--- config.mk ---
export PLATFORM = sky130hd
export DESIGN_NAME = odd_par_serializer
export DESIGN_NICKNAME = d
export VERILOG_FILES = /design/src/rtl/odd_par_serializer.sv
export SDC_FILE = /design/constraint.sdc
export NUM_CORES = 1
export LEC_CHECK = 0
export ABC_CLOCK_PERIOD_IN_PS = 4600
export CAP_MARGIN = 20
export CORE_MARGIN = 1.5
export CORE_UTILIZATION = 50
export DETAILED_ROUTE_END_ITERATION = 10
export PLACE_DENSITY = 0.74
export SLEW_MARGIN = 5
export SYNTH_ARGS = -nofsm -noshare
export SYNTH_HDL_FRONTEND = slang
export SYNTH_SLANG_ARGS = --single-unit
--- constraint.sdc ---
create_clock -name clk -period 4.6 [get_ports clk]
set_clock_uncertainty 0.15 [all_clocks]
set_input_delay 1.15 -clock clk [delete_from_list [all_inputs] [get_ports clk]]
set_output_delay 1.15 -clock clk [all_outputs]
set_load 0.01 [all_outputs]
--- src/rtl/odd_par_serializer.sv ---
// odd_par_serializer: 16-bit word to serial frame (start, 16 data LSB first, odd parity, stop)
// Ports: clk, rst (async active-high); data_in/valid_in accept a word when ready_out=1;
//        tx serial line (idle high); busy = ~ready_out; parity = odd parity of last accepted word;
//        done pulses for the first idle cycle after a stop bit.
module odd_par_serializer #(
  parameter int BAUD_DIV = 4
) (
  input  logic        clk,
  input  logic        rst,
  input  logic [15:0] data_in,
  input  logic        valid_in,
  output logic        ready_out,
  output logic        tx,
  output logic        busy,
  output logic        parity,
  output logic        done
);
  typedef enum logic [2:0] {IDLE, START, DATA, PARITY, STOP} state_t;
  localparam logic [7:0] LAST = 8'(BAUD_DIV - 1);
  state_t state, state_n;
  logic [7:0] baud, baud_n;
  logic [3:0] bitc, bitc_n;
  logic [15:0] sh, sh_n;
  logic par_n, tx_n, done_n, bit_end;
  assign bit_end = baud == LAST;
  assign ready_out = state == IDLE;
  assign busy = ~ready_out;
  // tx_n holds the level for the next bit so tx changes only on bit boundaries
  always_comb begin
    state_n = state;
    baud_n = (state == IDLE || bit_end) ? 8'd0 : baud + 8'd1;
    bitc_n = bitc;
    sh_n = sh;
    par_n = parity;
    tx_n = tx;
    done_n = 1'b0;
    case (state)
      IDLE: if (valid_in) begin
        state_n = START;
        sh_n = data_in;
        par_n = ~^data_in;
        tx_n = 1'b0;
      end
      START: if (bit_end) begin
        state_n = DATA;
        tx_n = sh[0];
      end
      DATA: if (bit_end) begin
        sh_n = sh >> 1;
        bitc_n = bitc + 4'd1;
        state_n = (bitc == 4'd15) ? PARITY : DATA;
        tx_n = (bitc == 4'd15) ? parity : sh[1];
      end
      PARITY: if (bit_end) begin
        state_n = STOP;
        tx_n = 1'b1;
      end
      STOP: if (bit_end) begin
        state_n = IDLE;
        done_n = 1'b1;
      end
      default: state_n = IDLE;
    endcase
  end
  always_ff @(posedge clk or posedge rst) begin
    if (rst) begin
      state <= IDLE;
      baud <= '0;
      bitc <= '0;
      sh <= '0;
      parity <= 1'b0;
      tx <= 1'b1;
      done <= 1'b0;
    end else begin
      state <= state_n;
      baud <= baud_n;
      bitc <= bitc_n;
      sh <= sh_n;
      parity <= par_n;
      tx <= tx_n;
      done <= done_n;
    end
  end
endmodule

Yosys cells after proc, flatten, opt, wreduce, memory -nomap -nowiden

Cells that the tools add are included.

Reduce and logical (&&, ||, !) cells: 10
Multiplexer cells: 19
Bitwise logic cells: 1
$add $sub $neg: 2
Equal/unequal tests: 11

Operators by type and width:

| kind                  | count |
|---|---|
| $mux W16              | 2 |
| $pmux W16 S2          | 1 |
| $reduce_xnor A16 Y1   | 1 |
| $mux W3               | 5 |
| $pmux W3 S5           | 1 |
| $ne A2 B2 Y1 const B  | 5 |
| $reduce_and A5 Y1     | 2 |
| $add A8 B1 Y8 const B | 1 |
| $eq A8 B2 Y1 const B  | 1 |
| $mux W1               | 8 |
| $mux W8               | 1 |
| $eq A3 B2 Y1 const B  | 2 |
| $add A4 B1 Y4 const B | 1 |
| $eq A4 B4 Y1 const B  | 1 |
| $pmux W1 S4           | 1 |
| $reduce_and A2 Y1     | 2 |
| $reduce_bool A4 Y1    | 1 |
| $eq A3 B1 Y1 const B  | 1 |
| $eq A3 B3 Y1 const B  | 1 |
| $logic_not A3 Y1      | 1 |
| $reduce_and A3 Y1     | 1 |
| $reduce_bool A2 Y1    | 1 |
| $logic_or A1 B1 Y1    | 1 |
| $not A1 Y1            | 1 |

Bits in registers: 34
Input port bits: 19
Output and inout port bits: 5

Longest topological paths before layout

Gate-level depths: netlist of the first run.

Depth in word-level cells: 4
Mapped depth: 7
Depth with buffers taken out: 6

Least setup slack after synthesis of the first run

Ideal clock, no wire load.

Path type: flip-flop to output port
Start point: register state[2]
End point: output busy
Arrival time: 1.043 ns
Data required time: 3.300 ns
Buffers on the path: 1
Path slack: 2.257 ns
Cell stages (with the launch flop): 4
Path through: dfrtp_1 > clkbuf_1 > nor3_1 > inv_1

Word-level cells in the longest chain between the ends: 2

Ends and longest elaborated chain:

| element                  | line | RTL |
|---|---|---|
| start: declaration       | 20   | `state_t state, state_n;` |
| start signal: assignment | 75   | `state <= state_n;` |
| $logic_not A3 Y1         | 26   | `assign ready_out = state == IDLE;` |
| named net ready_out      | 12   | `output logic ready_out,` |
| $not A1 Y1               | 27   | `assign busy = ~ready_out;` |
| end: declaration         | 14   | `output logic busy,` |

The timed path passes the listed nets, and every way through them passes these cells.

Final worst setup path of the first run

Start point: register state[2]
End point: output ready_out

Word-level cells in the longest chain between the ends: 1

Ends and longest elaborated chain:

| element          | line |
|---|---|
| $logic_not A3 Y1 | 26 |
| end: declaration | 12 |

No other way between the ends.

==> flow_metrics.env, run 1 <==
export IMPL_run_status="complete, no violations"
export IMPL_dp_cells=232
export IMPL_yosys_warnings=0
export IMPL_worstPathCellList="nor3_1 -> clkdlybuf4s50_1"
export IMPL_cp_end_kind="primary output"
export IMPL_seq_area_frac_synth_pct=47.5
export IMPL_syn_area_per_cell_sq_um=10.7
export IMPL_maxCapViolations=0
export IMPL_cts_hold_buffers=0
export IMPL_rsz0062_at_grt="no"
export IMPL_wl_per_cell_um=13.6
export IMPL_route_vias_total=1250
export IMPL_cts_repair_resized=0
export IMPL_clk_path_buf_depth=2
export IMPL_first_pass_iters=4
export IMPL_crit_slowest_cell="clkdlybuf4s50_1"
export IMPL_std_cell_rows=21
export IMPL_cts_sinks=34
export IMPL_synth_cell_types=31
export IMPL_drt_iter0_markers=56
export IMPL_grt_max_degree=35
export IMPL_core_area_sq_mm=0.00339
export IMPL_overflow=0
export IMPL_setup_violations=0
export IMPL_p_comb_share_pct=37.0
export IMPL_ant_nets=0
export IMPL_period_share_pct=65.0
export IMPL_nFillCells=269
export IMPL_place_gp_congestion=0.807
export IMPL_antenna_found_initial=0
export IMPL_clk_pin_slew_ns=0.12
export IMPL_synthesis_instances=167
export IMPL_cts_root_buf="clkbuf_4"
export IMPL_period_minus_slack_ns=2.99
export IMPL_fmax_mhz=334
export IMPL_maxSlewViolCount=0
export IMPL_die_h_um=62.9
export IMPL_multi_input_area_sq_um=883
export IMPL_setup_tns_ns=0
export IMPL_synth_seq_cells=34
export IMPL_min_path_type="reg2reg"
export IMPL_internal_power_mw=0.802
export IMPL_layout_drive_gt1_share_pct=18.6
export IMPL_mostFrequentLayoutCells="dfrtp_1, clkdlybuf4s50_1, nand2_1"
export IMPL_numPortBuffers=23
export IMPL_p_seq_share_pct=40.4
export IMPL_ios=24
export IMPL_powerDensity_mw_per_mm2=572
export IMPL_finalNetCount=214
export IMPL_start_kind="register"
export IMPL_register_area_sq_um=852
export IMPL_instances_no_fill=240
export IMPL_track_usage_pct=19.3
export IMPL_diodes=0
export IMPL_final_common_cell="dfrtp_1"
export IMPL_endpoint="ready_out"
export IMPL_worst_endpoint_arrival_ns=1.69
export IMPL_grt_pass1_wl_mm=5.95
export IMPL_cts_htree_levels=2
export IMPL_die_area_sq_mm=0.00396
export IMPL_cp_max_fo=9
export IMPL_p_sw_mw=0.439
export IMPL_max_stage_delay_ns=0.58
export IMPL_slew_headroom_pct=37.4
export IMPL_place_ws_ns=1.36
export IMPL_worst_pin_slew_ns=0.925
export IMPL_hpwl_mm=2.38
export IMPL_synth_fp_nets=188
export IMPL_crit_type="reg2out"
export IMPL_hold_viol_final=0
export IMPL_switching_share_pct=35.4
export IMPL_numCtsBuffers=5
export IMPL_post_cts_setup_buffers=0
export IMPL_die_w_um=62.9
export IMPL_r2r_setup_slack_ns=2.39
export IMPL_rr_worst_depth=5
export IMPL_cts_tree="done"
export IMPL_via_per_inst=5.21
export IMPL_netlist_area_sq_mm=0.00179
export IMPL_route_detailed_drc=0
export IMPL_r2r_start="baud[5]$_DFF_PP0_"
export IMPL_r2r_end="sh[15]$_DFFE_PP0P_"
export IMPL_syn2layout_area_growth_pct=20.8
export IMPL_initial_utilization_pct=52.9
export IMPL_wirelength_mm=3.26
export IMPL_setup_worst_path_start="state[2]$_DFFE_PP0P_"
export IMPL_p_leak_nw=0.932
export IMPL_ir_drop_v=0.000281
export IMPL_power_share_clock_pct=22.6
export IMPL_setup_ws_ns=1.61
export IMPL_insertion_delay_ns=0.35
export IMPL_cp_required_ns=3.30
export IMPL_grt_pass1_vias=1316
## critical path, delay by kind of cell, from the launching register on
kind / cells / cell delay [ns]
simple gates: 1 / 0.28
flops: 1 / 0.50
buf+inv: 1 / 0.58
## cell type report
cell class                 instances  area share [%]
clock buffer                       5            1.73
clock inverter                     3            3.18
inverter                           4           0.693
multi-input combinational        122            40.8
sequential                        34            39.3
tap                               46            2.66
timing repair buffer              26            11.7
## registers in the layout, summed over array words and instances (netlist names)
register	flops
tx	1
bitc	4
state	3
parity	1
sh	16
done	1
baud	8
## stage by stage
stage	hold slack (ns)	cell area [sq um]	total power, mW	util, %
final	0.336	2170	1.24	63.9
after global placement	0.306	2060	0.943	60.8
after global routing	0.369	2170	1.34	63.9
after floorplan	0.291	1790	0.854	-
after detailed placement	0.314	2060	0.973	60.8
after CTS	0.339	2170	1.26	63.9
## cells in the mapped netlist
master / number / share of area (%)
nand2_2: 1 / 0.35
nor2_1: 13 / 2.7
a21oi_1: 3 / 0.84
o21a_1: 1 / 0.42
a21oi_2: 1 / 0.49
inv_1: 4 / 0.84
buf_2: 3 / 0.84
nand2b_1: 4 / 1.4
dfrtp_1: 33 / 46
mux2_2: 3 / 1.9
buf_6: 2 / 1.3
or4_4: 1 / 0.63
dfstp_2: 1 / 1.5
ha_1: 2 / 1.4
o21ai_0: 1 / 0.28
nand3_1: 8 / 2.2
nand3b_1: 1 / 0.42
nor3_4: 1 / 0.91
buf_4: 1 / 0.42
nor3b_2: 1 / 0.70
mux2i_1: 15 / 8.4
o21ai_2: 15 / 7.3
a22o_1: 1 / 0.49
xnor2_1: 16 / 7.8
xor2_1: 8 / 3.9
nand2_1: 19 / 4.0
nor4b_1: 1 / 0.49
and3_1: 3 / 1.0
o22ai_1: 1 / 0.35
nor3_1: 2 / 0.56
clkbuf_1: 1 / 0.21
## power by group through the flow
stage / combinational (mW) / clock, mW / sequential [mW]
floorplan: 0.374 / 0 / 0.480
global placement: 0.444 / 0 / 0.498
detailed placement: 0.466 / 0 / 0.507
CTS: 0.468 / 0.287 / 0.501
global route: 0.524 / 0.301 / 0.516
finish: 0.459 / 0.280 / 0.501
## per-layer routing
layer  wire, um  GRT usage (%)
met5          0              0
met4         61           8.06
met3        167           5.23
met2       1650           33.4
met1       1390           22.5
## logic make-up (layout without fill, tap and decap cells)
family / Yosys count / in the layout / synth area share (%)
buffers and inverters: 11 / 38 / 3.56
muxes: 18 / 18 / 10.3
DFF: 34 / 34 / 47.5
adders and majority gates: 2 / 2 / 1.39
xor gates and xnor gates: 24 / 24 / 11.7
AOI/OAI and AO/OA: 23 / 23 / 10.2
and+or+nand+nor: 55 / 55 / 15.4
## worst min-delay path by stage
stage / start / endpoint / cells past startpoint
4_1_cts: sh[10]$_DFFE_PP0P_ / sh[10]$_DFFE_PP0P_ / 2
3_3_place_gp: bitc[3]$_DFFE_PP0P_ / bitc[3]$_DFFE_PP0P_ / 1
3_5_place_dp: sh[10]$_DFFE_PP0P_ / sh[10]$_DFFE_PP0P_ / 2
2_1_floorplan: bitc[3]$_DFFE_PP0P_ / bitc[3]$_DFFE_PP0P_ / 1
6_report: sh[10]$_DFFE_PP0P_ / sh[10]$_DFFE_PP0P_ / 2
5_1_grt: bitc[3]$_DFFE_PP0P_ / bitc[3]$_DFFE_PP0P_ / 1
Note: power is estimated with default switching activity, not from simulation.
==> inputs of run 2 (changes only) <==
--- a/config.mk
+++ b/config.mk
@@ -5,12 +5,12 @@
 export SDC_FILE = /design/constraint.sdc
 export NUM_CORES = 1
 export LEC_CHECK = 0
-export ABC_CLOCK_PERIOD_IN_PS = 4600
+export ABC_CLOCK_PERIOD_IN_PS = 2700
 export CAP_MARGIN = 20
 export CORE_MARGIN = 1.5
-export CORE_UTILIZATION = 50
+export CORE_UTILIZATION = 49
 export DETAILED_ROUTE_END_ITERATION = 10
-export PLACE_DENSITY = 0.74
+export PLACE_DENSITY = 0.75
 export SLEW_MARGIN = 5
 export SYNTH_ARGS = -nofsm -noshare
 export SYNTH_HDL_FRONTEND = slang
==> constraint.sdc (replaced) <==
create_clock -name clk -period 2.7 [get_ports clk]
set_clock_uncertainty 0.15 [all_clocks]
set_input_delay 0.675 -clock clk [delete_from_list [all_inputs] [get_ports clk]]
set_output_delay 0.675 -clock clk [all_outputs]
set_load 0.01 [all_outputs]
==> run 2 against run 1 <==
Against the previous run:
- worst setup slack got worse by 1.4 ns
- sequential share of layout area rose by 0.51 points
- combinational power rose by 73%
- final area fell by 1.3%
- critical path type unchanged
- non-clock buffer count rose by 2
- routed wire length rose by 0.21%
- first-iteration DRC count fell by 36%
- final cell count rose by 0.83%
- clock power rose by 6%
- highest routed layer unchanged
- sequential cell count did not move
==> flow_metrics.env, run 2 (synthesis gave the netlist of run 1 again) <==
export IMPL_register_area_sq_um=852
export IMPL_critical_path_top_delay_family="buffers and inverters"
export IMPL_ir_drop_v=0.000392
export IMPL_wirelength_mm=3.27
export IMPL_die_w_um=63.5
export IMPL_cts_htree_levels=2
export IMPL_place_gp_congestion=0.766
export IMPL_r2r_start="baud[4]$_DFF_PP0_"
export IMPL_min_path_type="reg2reg"
export IMPL_maxSlewViolCount=0
export IMPL_hold_depth=1
export IMPL_hold_viol_final=0
export IMPL_syn2layout_area_growth_pct=19.2
export IMPL_powerDensity_mw_per_mm2=912
export IMPL_diodes=0
export IMPL_track_usage_pct=18.6
export IMPL_period_share_pct=93.9
export IMPL_cts_tree="done"
export IMPL_ant_nets=0
export IMPL_finish_instance_area_sq_mm=0.00214
export IMPL_clk_pin_slew_ns=0.11
export IMPL_std_cell_rows=21
export IMPL_cp_max_fo=9
export IMPL_first_pass_iters=4
export IMPL_maxCapViolations=0
export IMPL_setup_violations=0
export IMPL_max_stage_delay_ns=0.50
export IMPL_route_detailed_drc=0
export IMPL_p_sw_mw=0.741
export IMPL_r2r_end="sh[15]$_DFFE_PP0P_"
export IMPL_rr_worst_depth=5
export IMPL_crit_type="reg2out"
export IMPL_top_regs="sh: 16 flops, baud: 8 flops, bitc: 4 flops"
export IMPL_route_vias_total=1226
export IMPL_numPortBuffers=23
export IMPL_antenna_found_initial=0
export IMPL_layout_drive_gt1_share_pct=19.4
export IMPL_die_area_sq_mm=0.00403
export IMPL_largest_register_ffs=16
export IMPL_place_ws_ns=0.314
export IMPL_cts_repair_resized=0
export IMPL_rsz0062_at_grt="no"
export IMPL_cts_sinks=34
export IMPL_via_per_inst=5.07
export IMPL_internal_power_mw=1.21
export IMPL_p_seq_share_pct=44.0
export IMPL_worstPathCellList="nor3_1 -> inv_1 -> clkdlybuf4s50_1"
export IMPL_cp_end_kind="primary output"
export IMPL_numCtsBuffers=5
export IMPL_postPlaceCellArea_sq_mm=0.00208
export IMPL_multi_input_area_sq_um=883
export IMPL_drt_iter0_markers=36
export IMPL_crit_slowest_cell="dfrtp_1"
export IMPL_endpoint="busy"
export IMPL_worst_pin_slew_ns=0.415
export IMPL_run_status="complete, no violations"
export IMPL_switching_share_pct=38.0
export IMPL_hpwl_mm=2.48
export IMPL_p_comb_share_pct=40.8
export IMPL_largest_register="sh"
export IMPL_wl_per_cell_um=13.5
export IMPL_r2r_setup_slack_ns=0.55
export IMPL_initial_utilization_pct=52.5
export IMPL_cts_root_buf="clkbuf_4"
export IMPL_cp_required_ns=1.88
export IMPL_grt_pass1_vias=1321
export IMPL_core_area_sq_mm=0.00342
export IMPL_grt_max_degree=35
export IMPL_path_buf_inv=2
export IMPL_final_common_cell="dfrtp_1"
export IMPL_setup_ws_ns=0.164
export IMPL_start_kind="register"
export IMPL_overflow=0
export IMPL_setup_worst_path_start="state[2]$_DFFE_PP0P_"
export IMPL_cts_hold_buffers=0
export IMPL_clk_path_buf_depth=2
export IMPL_insertion_delay_ns=0.34
export IMPL_slew_headroom_pct=72.3
export IMPL_power_share_clock_pct=15.2
export IMPL_period_minus_slack_ns=2.54
export IMPL_p_leak_nw=0.921
export IMPL_finalNetCount=216
export IMPL_die_h_um=63.5
export IMPL_crit_cells=3
export IMPL_setup_tns_ns=0
export IMPL_mostFrequentLayoutCells="dfrtp_1, clkdlybuf4s50_1, nand2_1"
export IMPL_nFillCells=290
export IMPL_grt_pass1_wl_mm=5.82
export IMPL_ios=24
export IMPL_fmax_mhz=394
export IMPL_worst_endpoint_arrival_ns=1.71
export IMPL_post_cts_setup_buffers=0
run 2: metal layers:
metal / track usage (%) / share of wire (%) / vias up
li1: - / - / 617
met1: 21.9 / 45 / 581
met2: 32.6 / 50 / 24
met3: 5.18 / 4.0 / 4
met4: 5.71 / 1.0 / 0
met5: 0 / 0 / -
run 2: power groups by stage:
stage / registers (mW) / logic [mW] / clock network (mW)
floorplan: 0.819 / 0.637 / 0
finish: 0.859 / 0.796 / 0.297
CTS: 0.856 / 0.812 / 0.308
detailed placement: 0.864 / 0.809 / 0
global route: 0.886 / 0.896 / 0.329
global placement: 0.848 / 0.773 / 0
run 2: layout make-up:
class                   count  area share (%)
flip-flops and latches     34            39.8
well taps                  46            2.69
clock inverters             2           0.585
inverters                   4           0.702
repair buffers             28            12.5
clock buffers               6            2.40
multi-input cells         122            41.3
run 2: through the flow:
| stage | std cells | total power [mW] | util [%] | hold slack [ns] |
|---|---|---|---|---|
| 2_1_floorplan | 167 | 1.46 | - | 0.291 |
| 3_3_place_gp | 234 | 1.62 | 60.8 | 0.309 |
| 3_5_place_dp | 234 | 1.67 | 60.8 | 0.320 |
| 4_1_cts | 242 | 1.98 | 62.6 | 0.338 |
| 5_1_grt | 242 | 2.11 | 62.6 | 0.359 |
| 6_report | 242 | 1.95 | 62.6 | 0.338 |
run 2: worst min-delay path by stage:
stage,startpoint,end
6_report,bitc[3]$_DFFE_PP0P_,bitc[3]$_DFFE_PP0P_
5_1_grt,bitc[3]$_DFFE_PP0P_,bitc[3]$_DFFE_PP0P_
4_1_cts,bitc[3]$_DFFE_PP0P_,bitc[3]$_DFFE_PP0P_
3_5_place_dp,sh[8]$_DFFE_PP0P_,sh[8]$_DFFE_PP0P_
3_3_place_gp,bitc[3]$_DFFE_PP0P_,bitc[3]$_DFFE_PP0P_
2_1_floorplan,bitc[3]$_DFFE_PP0P_,bitc[3]$_DFFE_PP0P_
==> inputs of run 3 (changes only) <==
--- a/config.mk
+++ b/config.mk
@@ -9,8 +9,10 @@
 export CAP_MARGIN = 20
 export CORE_MARGIN = 1.5
 export CORE_UTILIZATION = 49
+export CTS_CLUSTER_DIAMETER = 150
 export DETAILED_ROUTE_END_ITERATION = 10
-export PLACE_DENSITY = 0.75
+export MAX_ROUTING_LAYER = met4
+export PLACE_DENSITY = 0.73
 export SLEW_MARGIN = 5
 export SYNTH_ARGS = -nofsm -noshare
 export SYNTH_HDL_FRONTEND = slang
==> run 3 against run 2 <==
Against the previous run:
- via count is 3.0% higher
- critical path depth is 1 lower
- die area stayed put
- register-to-register slack hardly changed
- largest cell class unchanged
- largest power group unchanged
==> flow_metrics.env, run 3 (synthesis gave the netlist of run 1 again) <==
export IMPL_cp_max_fo=9
export IMPL_core_area_sq_mm=0.00342
export IMPL_route_vias_total=1263
export IMPL_place_gp_congestion=0.837
export IMPL_first_pass_iters=4
export IMPL_mostFrequentLayoutCells="dfrtp_1, clkdlybuf4s50_1, nand2_1"
export IMPL_min_path_type="reg2reg"
export IMPL_cp_end_kind="primary output"
export IMPL_period_minus_slack_ns=2.51
export IMPL_p_sw_mw=0.727
export IMPL_die_w_um=63.5
export IMPL_cp_required_ns=1.88
export IMPL_worst_pin_slew_ns=0.424
export IMPL_antenna_found_initial=0
export IMPL_crit_type="reg2out"
export IMPL_post_cts_setup_buffers=0
export IMPL_cts_hold_buffers=0
export IMPL_hpwl_mm=2.41
export IMPL_power_share_clock_pct=13.7
export IMPL_clk_pin_slew_ns=0.10
export IMPL_cts_htree_levels=2
export IMPL_grt_pass1_wl_mm=5.84
export IMPL_largest_register="sh"
export IMPL_diodes=0
export IMPL_hold_viol_final=0
export IMPL_p_seq_share_pct=44.8
export IMPL_cts_tree="done"
export IMPL_grt_max_degree=35
export IMPL_ant_nets=0
export IMPL_ir_drop_v=0.000421
export IMPL_period_share_pct=92.9
export IMPL_p_leak_nw=0.908
export IMPL_ios=24
export IMPL_fmax_mhz=399
export IMPL_final_common_cell="dfrtp_1"
export IMPL_p_comb_share_pct=41.5
export IMPL_overflow=0
export IMPL_worst_endpoint_arrival_ns=1.68
export IMPL_slew_headroom_pct=71.7
export IMPL_track_usage_pct=19.3
export IMPL_numCtsBuffers=5
export IMPL_grt_pass1_vias=1313
export IMPL_dp_cells=233
export IMPL_setup_violations=0
export IMPL_cts_sinks=34
export IMPL_drt_iter0_markers=65
export IMPL_largest_register_ffs=16
export IMPL_top_regs="sh: 16 flops, baud: 8 flops, bitc: 4 flops"
export IMPL_wirelength_mm=3.25
export IMPL_insertion_delay_ns=0.33
export IMPL_internal_power_mw=1.18
export IMPL_via_per_inst=5.24
export IMPL_powerDensity_mw_per_mm2=902
export IMPL_maxSlewViolCount=0
export IMPL_std_cell_rows=21
export IMPL_die_h_um=63.5
export IMPL_wl_per_cell_um=13.5
export IMPL_maxCapViolations=0
export IMPL_rsz0062_at_grt="no"
export IMPL_layout_drive_gt1_share_pct=17.4
export IMPL_start_kind="register"
export IMPL_initial_utilization_pct=52.5
export IMPL_instances_no_fill=241
export IMPL_switching_share_pct=38.0
export IMPL_cts_repair_resized=0
export IMPL_clk_path_buf_depth=2
export IMPL_run_status="complete, no violations"
export IMPL_route_detailed_drc=0
export IMPL_numPortBuffers=23
export IMPL_syn2layout_area_growth_pct=18.0
export IMPL_die_area_sq_mm=0.00403
export IMPL_setup_tns_ns=0
export IMPL_finalNetCount=215
export IMPL_cts_root_buf="clkbuf_4"
run 3: cell count changes in the layout (fill, tap and decap cells not counted):
cell | previous run | this run
clkbuf_1 | 0 | 3
buf_4 | 5 | 4
clkbuf_8 | 1 | 0
clkinv_2 | 1 | 0
clkinvlp_4 | 1 | 0
run 3: critical path, cell delays in order, from the launching register on:
cell and delay (ns):
dfrtp_1 0.49, nor3_1 0.28, clkdlybuf4s50_1 0.58
run 3: final cells by class:
cell class	count	area [sq um]
well taps	46	57.6
fillers	300	1300
flip-flops and latches	34	852
inverters	4	15.0
clock buffers	8	48.8
repair buffers	27	260
multi-input cells	122	883
run 3: power groups by stage:
stage | clock network [mW] | logic [mW] | registers (mW)
2_1_floorplan | 0 | 0.637 | 0.819
3_3_place_gp | 0 | 0.764 | 0.851
3_5_place_dp | 0 | 0.799 | 0.863
4_1_cts | 0.272 | 0.805 | 0.854
5_1_grt | 0.295 | 0.893 | 0.883
6_report | 0.262 | 0.793 | 0.856
run 3: final timing paths:
check | from | end | slack, ns | cells after the start
worst min register to register | bitc[3]$_DFFE_PP0P_ | bitc[3]$_DFFE_PP0P_ | 0.33 | 1
worst max-delay path | state[2]$_DFFE_PP0P_ | ready_out | 0.19 | 2
max in group asynchronous | rst | tx$_DFFE_PP1P_ | 1.49 | 3
worst min-delay path | bitc[3]$_DFFE_PP0P_ | bitc[3]$_DFFE_PP0P_ | 0.33 | 1
worst max register to register | baud[5]$_DFF_PP0_ | sh[15]$_DFFE_PP0P_ | 0.55 | 5
min in group asynchronous | rst | baud[2]$_DFF_PP0_ | 0.58 | 3
run 3: layer usage:
| layer | vias up | GRT usage [%] | wire (um) |
|---|---|---|---|
| met1 | 611 | 22.3 | 1420 |
| met4 | 0 | 8.42 | 64 |
| met3 | 7 | 5.18 | 131 |
| met2 | 27 | 31.6 | 1630 |
| li1 | 618 | - | - |
| met5 | - | - | 0 |
run 3: stage by stage:
| step | hold WS [ns] | power [mW] | util [%] | setup WS (ns) | cell area (sq um) |
|---|---|---|---|---|---|
| after global placement | 0.306 | 1.62 | 60.5 | 0.339 | 2070 |
| after global routing | 0.352 | 2.07 | 62.0 | 0.0564 | 2120 |
| after CTS | 0.326 | 1.93 | 62.0 | 0.182 | 2120 |
| after detailed placement | 0.312 | 1.66 | 60.5 | 0.331 | 2070 |
| final | 0.327 | 1.91 | 62.0 | 0.191 | 2120 |
| after floorplan | 0.291 | 1.46 | - | 0.810 | 1790 |
